File: src/rtl/imm_extend_pipe.sv
// Registered immediate generator for decode: RV32I/RV64I I/B/S/U/J, shamt and CSR zimm formats, with tag passthrough.
// Latency: 1 cycle from accept to out_valid_o when the output register is free or draining.
// Backpressure: 2-entry skid (output + skid register), in_ready_o registered; flush_i drops both entries.
// Optional: define IMM_EXTEND_ERR_CHECK_EN to flag ImmSrc_i=111 on ImmErr_o (otherwise ImmErr_o is tied low).
module imm_extend_pipe #(
    parameter int DATA_WIDTH = 32,
    parameter int TAG_WIDTH  = 5
) (
    input  logic                  clk_i,
    input  logic                  rst_i,
    input  logic                  flush_i,
    input  logic                  in_valid_i,
    output logic                  in_ready_o,
    input  logic [2:0]            ImmSrc_i,
    input  logic [31:0]           ImmInstr_i,
    input  logic [TAG_WIDTH-1:0]  Tag_i,
    output logic                  out_valid_o,
    input  logic                  out_ready_i,
    output logic [DATA_WIDTH-1:0] ImmExt_o,
    output logic [TAG_WIDTH-1:0]  Tag_o,
    output logic                  ImmErr_o
);

    logic [31:0]           raw32_c;
    logic                  sext_c;
    logic [DATA_WIDTH-1:0] imm_c;
    logic [5:0]            shamt_c;
    logic                  unused_opcode;

    // Opcode bits never feed an immediate.
    assign unused_opcode = ^ImmInstr_i[6:0];

    logic                  or_vld_q, or_vld_d;
    logic                  sr_vld_q, sr_vld_d;
    logic                  rdy_q, rdy_d;
    logic [DATA_WIDTH-1:0] or_imm_q, or_imm_d, sr_imm_q, sr_imm_d;
    logic [TAG_WIDTH-1:0]  or_tag_q, or_tag_d, sr_tag_q, sr_tag_d;
    logic                  accept_c, consume_c;

`ifdef IMM_EXTEND_ERR_CHECK_EN
    logic err_c;
    logic or_err_q, or_err_d, sr_err_q, sr_err_d;
`endif

    // Decode the format into a 32-bit value, then sign- or zero-extend to XLEN.
    always_comb begin
        shamt_c = {(DATA_WIDTH == 64) ? ImmInstr_i[25] : 1'b0, ImmInstr_i[24:20]};
        raw32_c = '0;
        sext_c  = 1'b1;
        case (ImmSrc_i)
            3'b000: raw32_c = {{20{ImmInstr_i[31]}}, ImmInstr_i[31:20]};
            3'b001: raw32_c = {{20{ImmInstr_i[31]}}, ImmInstr_i[7], ImmInstr_i[30:25],
                               ImmInstr_i[11:8], 1'b0};
            3'b010: raw32_c = {{20{ImmInstr_i[31]}}, ImmInstr_i[31:25], ImmInstr_i[11:7]};
            3'b011: raw32_c = {ImmInstr_i[31:12], 12'b0};
            3'b100: raw32_c = {{12{ImmInstr_i[31]}}, ImmInstr_i[19:12], ImmInstr_i[20],
                               ImmInstr_i[30:21], 1'b0};
            3'b101: begin
                raw32_c = {26'b0, shamt_c};
                sext_c  = 1'b0;
            end
            3'b110: begin
                raw32_c = {27'b0, ImmInstr_i[19:15]};
                sext_c  = 1'b0;
            end
            default: begin
                raw32_c = '0;
                sext_c  = 1'b0;
            end
        endcase
        imm_c = sext_c ? DATA_WIDTH'($signed(raw32_c)) : DATA_WIDTH'(raw32_c);
    end

`ifdef IMM_EXTEND_ERR_CHECK_EN
    assign err_c = (ImmSrc_i == 3'b111);
`endif

    assign accept_c  = in_valid_i && rdy_q;
    assign consume_c = or_vld_q && out_ready_i;

    // Skid steering: SR refills OR on consume, otherwise new beats fill OR first, then SR.
    always_comb begin
        or_vld_d = or_vld_q;
        sr_vld_d = sr_vld_q;
        or_imm_d = or_imm_q;
        or_tag_d = or_tag_q;
        sr_imm_d = sr_imm_q;
        sr_tag_d = sr_tag_q;
`ifdef IMM_EXTEND_ERR_CHECK_EN
        or_err_d = or_err_q;
        sr_err_d = sr_err_q;
`endif
        if (flush_i) begin
            // Data registers keep their contents; only the valids drop.
            or_vld_d = 1'b0;
            sr_vld_d = 1'b0;
        end else if (consume_c && sr_vld_q) begin
            or_vld_d = 1'b1;
            or_imm_d = sr_imm_q;
            or_tag_d = sr_tag_q;
`ifdef IMM_EXTEND_ERR_CHECK_EN
            or_err_d = sr_err_q;
`endif
            sr_vld_d = accept_c;
            if (accept_c) begin
                sr_imm_d = imm_c;
                sr_tag_d = Tag_i;
`ifdef IMM_EXTEND_ERR_CHECK_EN
                sr_err_d = err_c;
`endif
            end
        end else if (!or_vld_q || consume_c) begin
            or_vld_d = accept_c;
            if (accept_c) begin
                or_imm_d = imm_c;
                or_tag_d = Tag_i;
`ifdef IMM_EXTEND_ERR_CHECK_EN
                or_err_d = err_c;
`endif
            end
        end else if (accept_c) begin
            sr_vld_d = 1'b1;
            sr_imm_d = imm_c;
            sr_tag_d = Tag_i;
`ifdef IMM_EXTEND_ERR_CHECK_EN
            sr_err_d = err_c;
`endif
        end
        // Ready is registered so out_ready_i never reaches in_ready_o combinationally.
        rdy_d = !sr_vld_d;
    end

    // State registers; reset drops both entries and holds in_ready_o low.
    always_ff @(posedge clk_i or posedge rst_i) begin
        if (rst_i) begin
            or_vld_q <= 1'b0;
            sr_vld_q <= 1'b0;
            rdy_q    <= 1'b0;
            or_imm_q <= '0;
            or_tag_q <= '0;
            sr_imm_q <= '0;
            sr_tag_q <= '0;
`ifdef IMM_EXTEND_ERR_CHECK_EN
            or_err_q <= 1'b0;
            sr_err_q <= 1'b0;
`endif
        end else begin
            or_vld_q <= or_vld_d;
            sr_vld_q <= sr_vld_d;
            rdy_q    <= rdy_d;
            or_imm_q <= or_imm_d;
            or_tag_q <= or_tag_d;
            sr_imm_q <= sr_imm_d;
            sr_tag_q <= sr_tag_d;
`ifdef IMM_EXTEND_ERR_CHECK_EN
            or_err_q <= or_err_d;
            sr_err_q <= sr_err_d;
`endif
        end
    end

    assign in_ready_o  = rdy_q;
    assign out_valid_o = or_vld_q;
    assign ImmExt_o    = or_imm_q;
    assign Tag_o       = or_tag_q;
`ifdef IMM_EXTEND_ERR_CHECK_EN
    assign ImmErr_o    = or_err_q;
`else
    assign ImmErr_o    = 1'b0;
`endif

endmodule

File: config.mk
export PLATFORM = sky130hd
export DESIGN_NAME = imm_extend_pipe
export DESIGN_NICKNAME = d
export VERILOG_FILES = /design/src/rtl/imm_extend_pipe.sv
export SDC_FILE = /design/constraint.sdc
export NUM_CORES = 1
export LEC_CHECK = 0
export BUFFER_PORTS_ARGS = -buffer_cell sky130_fd_sc_hd__buf_4
export CORE_MARGIN = 10
export CORE_UTILIZATION = 50
export DETAILED_ROUTE_END_ITERATION = 12
export HOLD_SLACK_MARGIN = 0.08
export PLACE_DENSITY = 0.86
export SLEW_MARGIN = 25
export SYNTH_ARGS = -nofsm -noshare
export SYNTH_HDL_FRONTEND = slang
export SYNTH_SLANG_ARGS = --single-unit
export TNS_END_PERCENT = 5
File: constraint.sdc
create_clock -name clk_i -period 6.95 [get_ports clk_i]
set_clock_uncertainty 0.2 [all_clocks]
set_input_delay 1.39 -clock clk_i [delete_from_list [all_inputs] [get_ports clk_i]]
set_output_delay 1.39 -clock clk_i [all_outputs]
set_load 0.02 [all_outputs]
After elaboration in Yosys (flattened, before gate mapping)
Cells that the tools add are included.
{ "totals": {"in_bits": 45, "out_inout_bits": 40, "word_cells": 47, "reg_bits": 77} }
{ "classes": {"mux": 20, "reduce_logical": 12, "eq_ne": 7, "bitwise": 1} }
{ "op_table": {"columns": ["operator", "count"], "rows": [
  ["$pmux W32 S7", 1],
  ["$mux W32", 6],
  ["$mux W5", 6],
  ["$eq A3 B3 Y1 const B", 3],
  ["$mux W1", 7],
  ["$eq A3 B2 Y1 const B", 2],
  ["$reduce_bool A2 Y1", 2],
  ["$eq A3 B1 Y1 const B", 1],
  ["$logic_and A1 B1 Y1", 3],
  ["$logic_not A3 Y1", 1],
  ["$reduce_and A3 Y1", 1],
  ["$reduce_bool A3 Y1", 1],
  ["$logic_not A1 Y1", 2],
  ["$ne A2 B2 Y1 const B", 1],
  ["$reduce_and A2 Y1", 1],
  ["$logic_or A1 B1 Y1", 1],
  ["$not A1 Y1", 1]
]} }

Longest topological paths before layout
{ "depth": {"depth_word": 6, "ltp_mapped": 7} }

Worst setup path before layout
Ideal clock, no wire load.
{ "synth_timing": {"path_type": "input port to flip-flop", "start": "input port out_ready_i", "end": "register sr_tag_q[3]", "path_stages": 4, "setup_slack_ns": 4.166, "t_arrival_ns": 2.459, "setup_time_ns": 0.125, "cell_sequence": "nor2b_1 > nor4b_4 > buf_4 > mux2_2"} }
{ "synth_between": {"elab_chain_len": 4, "elab_cells_between_ends": 6, "cone_classes": "1 x eq/ne; 1 x mux; 4 x reduce/logical"} }
{ "synth_lines": {"columns": ["element", "line", "text"], "rows": [
  ["from (decl)", "18", "input logic out_ready_i,"],
  ["$logic_and A1 B1 Y1 (*)", "79", "assign consume_c = or_vld_q && out_ready_i;"],
  ["$logic_and A1 B1 Y1 or $logic_or A1 B1 Y1 (tied branches)", "97, 112", null],
  ["$ne A2 B2 Y1 (no source line)", null, null],
  ["$reduce_and A2 Y1 (no source line)", null, null],
  ["to (signal assigned)", "154", "sr_tag_q <= sr_tag_d;"],
  ["to (decl)", "37", "logic [TAG_WIDTH-1:0] or_tag_q, or_tag_d, sr_tag_q, sr_tag_d;"]
]} }
Mark *: on every way between the ends. The rest lies on a longest branch, timed or not.
A chain may end at the register's enable or synchronous reset.

Worst setup path in the final report
{ "layout_timing": {"start": "input port ImmSrc_i[1]", "end": "register sr_imm_q[30]"} }
{ "layout_between": {"elab_chain_len": 5, "elab_cells_between_ends": 11, "cone_classes": "6 x eq/ne; 4 x mux; 1 x reduce/logical"} }
{ "layout_lines": {"columns": ["element", "line", "text"], "rows": [
  ["from (decl)", "14", "input logic [2:0] ImmSrc_i,"],
  ["$eq A3 B3 Y1 (tied with other cells)", "50", "case (ImmSrc_i)"],
  ["$pmux W32 S7 (*)", "50", null],
  ["$mux W32 (*)", "105, 121", null],
  ["$mux W32", "112", "end else if (!or_vld_q || consume_c) begin"],
  ["$mux W32 (*)", "97", "end else if (consume_c && sr_vld_q) begin"],
  ["to (signal assigned)", "153", "sr_imm_q <= sr_imm_d;"],
  ["to (decl)", "36", "logic [DATA_WIDTH-1:0] or_imm_q, or_imm_d, sr_imm_q, sr_imm_d;"]
]} }
Mark *: on every way between the ends. The rest lies on a longest branch, timed or not. The select of a mux whose other input is x is not followed.

==> results.sh <==
export IMPL_cap_violations=0
export IMPL_first_iter_violations=257
export IMPL_fin_crit_sh=0.424
export IMPL_placed_cells=559
export IMPL_utilization=0.628
export IMPL_critical_path_required_ps=7010
export IMPL_status="complete, no violations"
export IMPL_yosys_top_cells_area="dfrtp_1, nand2_1, o21ai_0"
export IMPL_post_dp_hpwl_mm=6.38
export IMPL_core_sq_mm=0.00737
export IMPL_finalSetupTns_ps=0
export IMPL_synth_seq_area_share=0.500
export IMPL_synth_top_cell_area_share=0.500
export IMPL_grt_use_total=0.170
export IMPL_endpoint_kind="flip-flop"
export IMPL_routedWlPerCell_um=17.0
export IMPL_final_area_sq_mm=0.00463
export IMPL_io_buffers=76
export IMPL_start_util=0.523
export IMPL_gr_total_overflow=0
export IMPL_drive_above_1_share=0.246
export IMPL_synth_warnings=0
export IMPL_synth_cell_types=42
export IMPL_ios=85
export IMPL_instances_no_fill=575
export IMPL_syn_num_nets=459
export IMPL_async_reset_ff_frac=1.00
export IMPL_synth_edf_count=0
export IMPL_critPathSlowestCell="and2_1"
export IMPL_numCtsBuffers=9
export IMPL_crit_buf_inv=1
export IMPL_max_freq_mhz=340
export IMPL_placedInstanceArea_sq_mm=0.00440
export IMPL_cts_setup_buffers=0
export IMPL_num_vias=3299
export IMPL_holdCritPathClass="reg2reg"
export IMPL_synth_seq_cells=77
export IMPL_syn_to_final_growth_pct=20.1
export IMPL_rows=31
export IMPL_cts_sinks=77
export IMPL_rsz0062_at_grt="no"
export IMPL_multiInputGateArea_sq_mm=0.00168
export IMPL_path_cells="buf_4 > o21ai_1 > and2_1 > nand2_1 > a31oi_1"
export IMPL_grt_pass1_vias=3248
export IMPL_die_w_um=108
export IMPL_ant_nets=0
export IMPL_yosys_area_top_type="dfrtp_1"
export IMPL_routed_wl_mm=9.78
export IMPL_syn_instance_count=414
export IMPL_cts_buffer_depth=2
export IMPL_ctsResizeCount=0
export IMPL_setup_viol=0
export IMPL_cts_tree="done"
export IMPL_synth_ff_type="dfrtp_1"
export IMPL_clk_pin_slew_worst_paths_ps=80
export IMPL_cp_max_fo=33
export IMPL_cts_root_buffer="clkbuf_8"
export IMPL_power_density_mw_per_mm2=287
export IMPL_viasPerCell=5.74
export IMPL_grt_pass1_wl_mm=16.1
export IMPL_num_nets_final=516
export IMPL_nFillCells=613
export IMPL_diodes=0
export IMPL_slowest_delay_ps=480
export IMPL_crit_type="in2reg"
export IMPL_antenna_found_initial=0
export IMPL_arrival_ps=3000
export IMPL_ff_latch_area_sq_mm=0.00193
export IMPL_avgSynthCellArea_sq_um=9.31
export IMPL_cts_hold_buffers=0
export IMPL_h_tree_depth=3
export IMPL_routabilityCongestion=0.877
export IMPL_ir_drop_mv=0.124
export IMPL_layout_min_cycle_time_ps=2940
export IMPL_worstMarginPinSlew_ps=696
export IMPL_syn_cell_area_sq_mm=0.00385
export IMPL_timing_slew_headroom=0.536
export IMPL_drcViolationCount=0
export IMPL_crit_family="simple AND/OR/NAND/NOR gates"
export IMPL_cp_start_kind="input pin"
export IMPL_die_height_um=108
export IMPL_drt_pass1_iterations=5
export IMPL_drv_slew=0
export IMPL_grt_max_degree=78
export IMPL_p_leak_uw=0.00204
export IMPL_dieArea_sq_mm=0.0116
export IMPL_finalHoldViolCount=0
export IMPL_insertion_delay_ps=350
[registers in the layout (all words and copies together) (netlist names)]
register	cells
sr_tag_q	5
Tag_o	5
ImmExt_o	32
sr_imm_q	32
out_valid_o	1
in_ready_o	1
sr_vld_q	1
[cells in the final DEF (no fill, tap or decap), types with 2 or more instances in the layout]
master	n
nor4bb_1	2
clkbuf_8	10
a211oi_1	12
o21ai_1	21
nand4b_1	7
a21oi_1	20
buf_4	81
bufinv_16	2
nand2_1	52
nor2b_1	3
inv_1	12
o211ai_1	5
clkinvlp_4	2
dfrtp_1	77
nand3b_1	5
a222oi_1	4
nand4_1	7
mux2_2	13
nand3_1	20
or4bb_1	7
and2_1	2
nor2_1	41
o21ai_0	31
a31oi_1	18
[cell usage after synthesis (12+ instances only)]
library cell and number:
buf_2 15, dfrtp_1 77, a211oi_1 12, clkbuf_1 14
a21oi_1 20, nand3_1 20, nor2_1 41, a31oi_1 18
nand2_1 52, mux2_2 13, o21ai_0 31, inv_1 13
o21ai_1 21
[final timing paths]
check	startpoint	endpoint	slack (ps)	cells after the start
min in group asynchronous	rst_i	sr_imm_q[6]$_DFFE_PP0P_	1010	3
worst max register to register	out_valid_o$_DFFE_PP0P_	ImmExt_o[3]$_DFFE_PP0P_	4800	5
worst min-delay path	ImmExt_o[26]$_DFFE_PP0P_	ImmExt_o[26]$_DFFE_PP0P_	290	2
max in group asynchronous	rst_i	ImmExt_o[11]$_DFFE_PP0P_	5050	3
worst max-delay path	ImmSrc_i[1]	sr_imm_q[30]$_DFFE_PP0P_	4010	5
worst min register to register	ImmExt_o[26]$_DFFE_PP0P_	ImmExt_o[26]$_DFFE_PP0P_	290	2
[metal layers]
layer  up-vias  global-route usage  share of wire  routed length (um)
li1       1586                   -              -                   -
met1      1594               0.211           0.41                4040
met2       111               0.278           0.51                4950
met3         8              0.0443          0.071                 692
met4         0              0.0601          0.011                 108
met5         -                   0              0                   0
[kinds of logic (layout without fill, tap and decap cells)]
| group | after synthesis | in the layout | synth area share |
|---|---|---|---|
| xor gates and xnor gates | 1 | 1 | 0.00227 |
| other | 1 | 1 | 0.000973 |
| DFF | 77 | 77 | 0.500 |
| AOI/OAI and AO/OA | 116 | 116 | 0.183 |
| muxes | 14 | 14 | 0.0406 |
| and+or+nand+nor | 156 | 156 | 0.210 |
| buffers and inverters | 49 | 111 | 0.0633 |
[worst register-to-register path, stage by stage, from the launching register on]
cell      delay [ps]
dfrtp_1          560
nand2_2          150
a221oi_4         260
buf_4            420
nand2_1          240
o211ai_1         230
[cell type report]
| type | instances | share of cell area |
|---|---|---|
| Clock inverter | 5 | 0.0181 |
| Clock buffer | 11 | 0.0305 |
| Inverter | 13 | 0.0105 |
| Tap cell | 99 | 0.0268 |
| Multi-Input combinational cell | 288 | 0.364 |
| Timing Repair Buffer | 82 | 0.134 |
| Sequential cell | 77 | 0.416 |
[metrics by stage]
step	hold WS [ps]	power, uW	worst slack, ps
floorplan	275	826	3390
global placement	265	946	3750
detailed placement	276	964	3660
CTS	294	1340	4020
global route	315	1400	3820
finish	286	1330	4010
[where the power goes]
part           switching (uW)  internal [uW]  total [uW]
registers                59.9            558         618
clock network             164            213         377
logic                     187            148         334
total                     411            919        1330
Power figures use the tool's default switching activity.
